==> src/rtl/sb_tx_serializer_pkg.sv <==
// Shared definitions for the sideband transmit serializer: default packet and
// gap widths plus the serializer state encoding.
package sb_tx_pkg;

   localparam int SB_PKT_W  = 64;
   localparam int SB_GAP_UI = 32;

   typedef enum logic [1:0] {
      IDLE,
      SHIFT,
      GAP
   } sb_ser_state_e;

   function automatic int sb_max(input int a, input int b);
      return (a > b) ? a : b;
   endfunction

endpackage

==> src/rtl/sb_tx_serializer_if.sv <==
// Packet handshake between the sideband framer (master) and the serializer (slave).
interface sb_tx_serializer_if
   import sb_tx_pkg::*;
#(
   parameter int PKT_W = SB_PKT_W
);

   logic             i_pkt_valid;
   logic [PKT_W-1:0] i_pkt;
   logic             o_pkt_ready;

   modport master (output i_pkt_valid, output i_pkt, input o_pkt_ready);
   modport slave  (input i_pkt_valid, input i_pkt, output o_pkt_ready);

endinterface

==> src/rtl/sb_tx_serializer.sv <==
// Sideband TX serializer: shifts one packet out LSB-first with the clock enable
// high only on data bits, then holds a gated, low idle gap before the next packet.
module sb_tx_serializer
   import sb_tx_pkg::*;
#(
   parameter int PKT_W  = SB_PKT_W,
   parameter int GAP_UI = SB_GAP_UI
) (
   input  logic              i_pll_clk,
   input  logic              i_rst,
   sb_tx_serializer_if.slave pkt_if,
   output logic              o_txdata_sb,
   output logic              o_txclk_en,
   output logic              o_pkt_done,
   output logic              o_busy
);

   localparam int CNT_W = $clog2(sb_max(PKT_W, GAP_UI));
   localparam logic [CNT_W-1:0] SHIFT_LAST = CNT_W'(PKT_W - 1);
   localparam logic [CNT_W-1:0] DONE_AT    = CNT_W'(PKT_W - 2);
   localparam logic [CNT_W-1:0] GAP_LAST   = CNT_W'(GAP_UI - 1);

   sb_ser_state_e    state_q, state_d;
   logic [CNT_W-1:0] cnt_q, cnt_d;
   logic [PKT_W-1:0] shreg_q, shreg_d;
   logic             txdata_q, txdata_d;
   logic             txclk_en_q, txclk_en_d;
   logic             pkt_done_q, pkt_done_d;
   logic             busy_q, busy_d;
   logic             hs;

   assign pkt_if.o_pkt_ready = (state_q == IDLE);
   assign hs                 = pkt_if.i_pkt_valid && (state_q == IDLE);

   always_comb begin
      state_d    = state_q;
      cnt_d      = cnt_q;
      shreg_d    = shreg_q;
      txdata_d   = 1'b0;
      txclk_en_d = 1'b0;
      pkt_done_d = 1'b0;
      case (state_q)
         IDLE: begin
            // Bit 0 goes straight to the output flop so it is on the wire the
            // cycle after the handshake; the register keeps the remaining bits.
            if (hs) begin
               state_d    = SHIFT;
               cnt_d      = '0;
               shreg_d    = pkt_if.i_pkt >> 1;
               txdata_d   = pkt_if.i_pkt[0];
               txclk_en_d = 1'b1;
               pkt_done_d = (PKT_W == 1);
            end
         end
         SHIFT: begin
            if (cnt_q == SHIFT_LAST) begin
               state_d = GAP;
               cnt_d   = '0;
            end else begin
               cnt_d      = cnt_q + 1'b1;
               txdata_d   = shreg_q[0];
               shreg_d    = shreg_q >> 1;
               txclk_en_d = 1'b1;
               pkt_done_d = (cnt_q == DONE_AT);
            end
         end
         GAP: begin
            if (cnt_q == GAP_LAST) begin
               state_d = IDLE;
               cnt_d   = '0;
            end else begin
               cnt_d = cnt_q + 1'b1;
            end
         end
         default: begin
            state_d = IDLE;
            cnt_d   = '0;
         end
      endcase
      busy_d = (state_d != IDLE);
   end

   always_ff @(posedge i_pll_clk or posedge i_rst) begin
      if (i_rst) begin
         state_q    <= IDLE;
         cnt_q      <= '0;
         shreg_q    <= '0;
         txdata_q   <= 1'b0;
         txclk_en_q <= 1'b0;
         pkt_done_q <= 1'b0;
         busy_q     <= 1'b0;
      end else begin
         state_q    <= state_d;
         cnt_q      <= cnt_d;
         shreg_q    <= shreg_d;
         txdata_q   <= txdata_d;
         txclk_en_q <= txclk_en_d;
         pkt_done_q <= pkt_done_d;
         busy_q     <= busy_d;
      end
   end

   assign o_txdata_sb = txdata_q;
   assign o_txclk_en  = txclk_en_q;
   assign o_pkt_done  = pkt_done_q;
   assign o_busy      = busy_q;

endmodule
==> src/flat_wrapper.sv <==
// flat-port wrapper written by rule: the top's interface ports become plain ports
module sb_tx_serializer_flat import sb_tx_pkg::*;
#(
   parameter int PKT_W  = SB_PKT_W,
   parameter int GAP_UI = SB_GAP_UI
)
  (i_pll_clk, i_rst, o_txdata_sb, o_txclk_en, o_pkt_done, o_busy, pkt_if_i_pkt_valid, pkt_if_i_pkt, pkt_if_o_pkt_ready);
  sb_tx_serializer_if #(.PKT_W(PKT_W)) pkt_if_i ();
  input  logic i_pll_clk;
  input  logic i_rst;
  output logic o_txdata_sb;
  output logic o_txclk_en;
  output logic o_pkt_done;
  output logic o_busy;
  input wire logic [$bits(pkt_if_i.i_pkt_valid)-1:0] pkt_if_i_pkt_valid;
  input wire logic [$bits(pkt_if_i.i_pkt)-1:0] pkt_if_i_pkt;
  output wire logic [$bits(pkt_if_i.o_pkt_ready)-1:0] pkt_if_o_pkt_ready;
  assign pkt_if_i.i_pkt_valid = pkt_if_i_pkt_valid;
  assign pkt_if_i.i_pkt = pkt_if_i_pkt;
  assign pkt_if_o_pkt_ready = pkt_if_i.o_pkt_ready;
  sb_tx_serializer #(.PKT_W(PKT_W), .GAP_UI(GAP_UI)) u_core (.i_pll_clk(i_pll_clk), .i_rst(i_rst), .pkt_if(pkt_if_i), .o_txdata_sb(o_txdata_sb), .o_txclk_en(o_txclk_en), .o_pkt_done(o_pkt_done), .o_busy(o_busy));
endmodule
==> config.mk <==
export PLATFORM = sky130hd
export DESIGN_NAME = sb_tx_serializer_flat
export DESIGN_NICKNAME = d
export VERILOG_FILES = /design/src/rtl/sb_tx_serializer_pkg.sv /design/src/rtl/sb_tx_serializer_if.sv /design/src/rtl/sb_tx_serializer.sv /design/src/flat_wrapper.sv
export SDC_FILE = /design/constraint.sdc
export NUM_CORES = 1
export LEC_CHECK = 0
export CAP_MARGIN = 20
export CORE_ASPECT_RATIO = 1.2
export CORE_MARGIN = 2
export CORE_UTILIZATION = 47
export DETAILED_ROUTE_END_ITERATION = 8
export GPL_TIMING_DRIVEN = 0
export PLACE_DENSITY_LB_ADDON = 0.15
export SLEW_MARGIN = 20
export SYNTH_ARGS = -nofsm -noshare
export SYNTH_HDL_FRONTEND = slang
export SYNTH_SLANG_ARGS = --single-unit
==> constraint.sdc <==
create_clock -name i_pll_clk -period 2.65 [get_ports i_pll_clk]
set_input_delay 0.53 -clock i_pll_clk [delete_from_list [all_inputs] [get_ports i_pll_clk]]
set_output_delay 0.53 -clock i_pll_clk [all_outputs]
set_load 0.1 [all_outputs]
==> impl_metrics.json <==
{
  "initial_core_util_pct": 47.7,
  "cp_top_family": "buffers and inverters",
  "powerDensity_nw_per_um2": 1210,
  "finalCritPeriodShare_pct": 87.9,
  "synth_area_per_cell_sq_um": 10.4,
  "fin_crit_ns": 2.33,
  "max_stage_delay_ns": 1.12,
  "synthFlopType": "dfrtp_1",
  "die_w_um": 84.1,
  "rsz0062_at_grt": "no",
  "drv_cap": 0,
  "power_frac_clock_pct": 17.0,
  "dp_hpwl_mm": 5.16,
  "ios": 72,
  "grt_max_degree": 44,
  "area_growth_pct": 29.3,
  "cts_setup_buffers": 0,
  "hold_class": "reg2reg",
  "ys.warnings.count": 0,
  "finalPower_w": 0.00565,
  "cts_max_path_buffers": 2,
  "timing.slew.headroom_pct": 35.5,
  "status": "complete, no violations",
  "p_leak_nw": 2.06,
  "grt_pass1_wl_mm": 12.8,
  "antenna_found_initial": 0,
  "drv_slew": 0,
  "synth_top_area_share_pct": 51.9,
  "startpoint_type": "register",
  "ys_types": 30,
  "clk_pin_slew_ns": 0.08,
  "endpoint_kind": "output port",
  "crit_fanout": 1,
  "root_buffer": "clkbuf_8",
  "hold_viol": 0,
  "dieArea_sq_um": 8420,
  "coreArea_sq_um": 7580,
  "synth.most_common_cell": "dfrtp_1",
  "cpMaxStageDelayCell": "clkdlybuf4s50_1",
  "cp.required_ns": 2.12,
  "async_flop_share_pct": 100,
  "crit_arrival_ns": 1.80,
  "whs_ns": 0.520,
  "clock-sinks": 75,
  "grt_pass1_vias": 2775,
  "internal_power_w": 0.00335,
  "gr-total-overflow": 0,
  "clock_latency_ns": 0.34,
  "gp_congestion": 0.819,
  "track_usage_pct": 18.8,
  "yosys-top-cells-count": "75 x dfrtp_1, 64 x nor2_1, 62 x mux2i_1, 57 x a21oi_1, 12 x nand2_1",
  "dr.pass1.iters": 4,
  "sw_frac_of_total_pct": 40.8,
  "syn-num-nets": 420,
  "synth_edf_count": 0,
  "path_cells": "clkdlybuf4s50_1",
  "pwr-share-seq_pct": 34.3,
  "placementRows": 35,
  "cts_tree": "built",
  "vias": 2728,
  "power.switching_w": 0.00230,
  "cts-hold-fix-buffers": 0,
  "ir_drop_v": 0.000913,
  "finClkSkew_ns": 0.00914,
  "yosysSeqAreaShare_pct": 51.9,
  "placedInstanceArea_sq_um": 4470,
  "design_area_sq_um": 4680,
  "synth-seq-cells": 75,
  "syn_area_sq_um": 3620,
  "tns_ns": 0,
  "drive_gt1_share_pct": 12.4,
  "die_height_um": 100,
  "final_antenna_net_count": 0,
  "combPwrFrac_pct": 48.6,
  "cp_num_buf_inv": 1,
  "cts_buffers": 9,
  "antenna_cells": 0,
  "avgRoutedWirePerCell_um": 14.0,
  "path_class": "reg2out",
  "htreeDepth": 3,
  "nNetsFinal": 503,
  "io_buffers": 71,
  "drt_wl_total_mm": 7.38,
  "fmax_ghz": 0.429,
  "synth.largest_area_cell": "dfrtp_1",
  "fin_util_pct": 61.7,
  "synthTopCellsByArea": "dfrtp_1 52%, mux2i_1 17%, a21oi_1 7.9%",
  "setup_viol": 0,
  "worst_pin_slew_ns": 0.964,
  "first_iter_violations": 148,
  "routed_via_density": 5.18,
  "syn_inst": 347,
  "drc": 0
}
-- path summary, 6_finish.rpt --
kind	startpoint	endpoint	slack, ns	depth (start not counted)
min in group asynchronous	i_rst	u_core.shreg_q[22]	0.54	2
max in group asynchronous	i_rst	u_core.shreg_q[54]	1.54	3
worst min register to register	u_core.shreg_q[13]	u_core.shreg_q[13]	0.52	2
worst max-delay path	u_core.o_busy	o_busy	0.32	1
worst min-delay path	u_core.shreg_q[13]	u_core.shreg_q[13]	0.52	2
worst max register to register	u_core.state_q[1]	u_core.shreg_q[7]	0.58	8
-- worst min-delay path, cell delays in order (launching register included) --
cell and delay, ns:
dfrtp_1 0.35, nor2_1 0.05, a21oi_2 0.09
-- what timing repair did --
| item | 4_1_cts | 5_1_grt |
|---|---|---|
| endpoints found under the setup margin | 1 | 1 |
| pin swaps | 0 | 0 |
| resized for setup | 1 | 2 |
-- final cells by class --
cell class / count / area (sq um)
clock buffer: 9 / 124
multi-input combinational: 243 / 1580
fill: 655 / 2900
sequential: 75 / 1880
clock inverter: 7 / 92.6
inverter: 7 / 28.8
tap: 92 / 115
buffer: 22 / 134
timing repair buffer: 72 / 726
-- cell usage in the layout, fill, tap and decap left out, drive strengths merged --
master / count
or3: 3
a21o: 2
nor3: 2
nor2: 65
nand2b: 3
buf: 18
nand3b: 1
or2: 1
a21bo: 1
clkbuf: 15
nand3: 4
a31oi: 2
mux2: 1
bufinv: 2
mux2i: 62
o31ai: 2
clkinvlp: 3
clkinv: 2
o21ai: 7
clkdlybuf4s50: 70
a21oi: 68
nand2: 12
dfrtp: 75
ha: 6
a32o: 1
inv: 7
-- registers in the layout, indices dropped and copies added (netlist names) --
register            cells
u_core.o_busy           1
u_core.state_q          2
u_core.o_txdata_sb      1
u_core.o_txclk_en       1
u_core.o_pkt_done       1
u_core.cnt_q            6
u_core.shreg_q         63
-- cell families (layout without fill, tap and decap cells) --
logic type	count (synthesis)	count (layout)	synth area share [%]
AND/OR/NAND/NOR	91	91	10.4
AO/OA/AOI/OAI	83	83	13.7
flip-flops	75	75	51.9
multiplexers	63	63	17.5
buffers and inverters	29	117	4.43
adder cells (fa/ha/maj)	6	6	2.08
-- power by group through the flow --
stage	combinational, W	clock (W)	sequential, W
final	0.00275	0.000962	0.00194
after global routing	0.00307	0.00104	0.00200
after CTS	0.00279	0.000985	0.00194
after detailed placement	0.00278	0	0.00196
after global placement	0.00272	0	0.00194
after floorplan	0.00204	0	0.00206
-- metrics by stage --
stage	worst slack (ns)	std cells
2_1_floorplan	0.210	347
3_3_place_gp	-1.08	510
3_5_place_dp	0.136	511
4_1_cts	0.0434	527
5_1_grt	0.270	527
6_report	0.320	527
-- routing by layer --
metal | track usage, % | wire length [um] | part of all wire (%) | up-vias
met4 | 8.06 | 132 | 1.8 | 0
met5 | 0 | 0 | 0 | -
met2 | 30.6 | 3500 | 47 | 53
li1 | - | - | - | 1358
met1 | 24.7 | 3440 | 47 | 1306
met3 | 3.54 | 310 | 4.2 | 11
(Power assumes the default switching activity.)
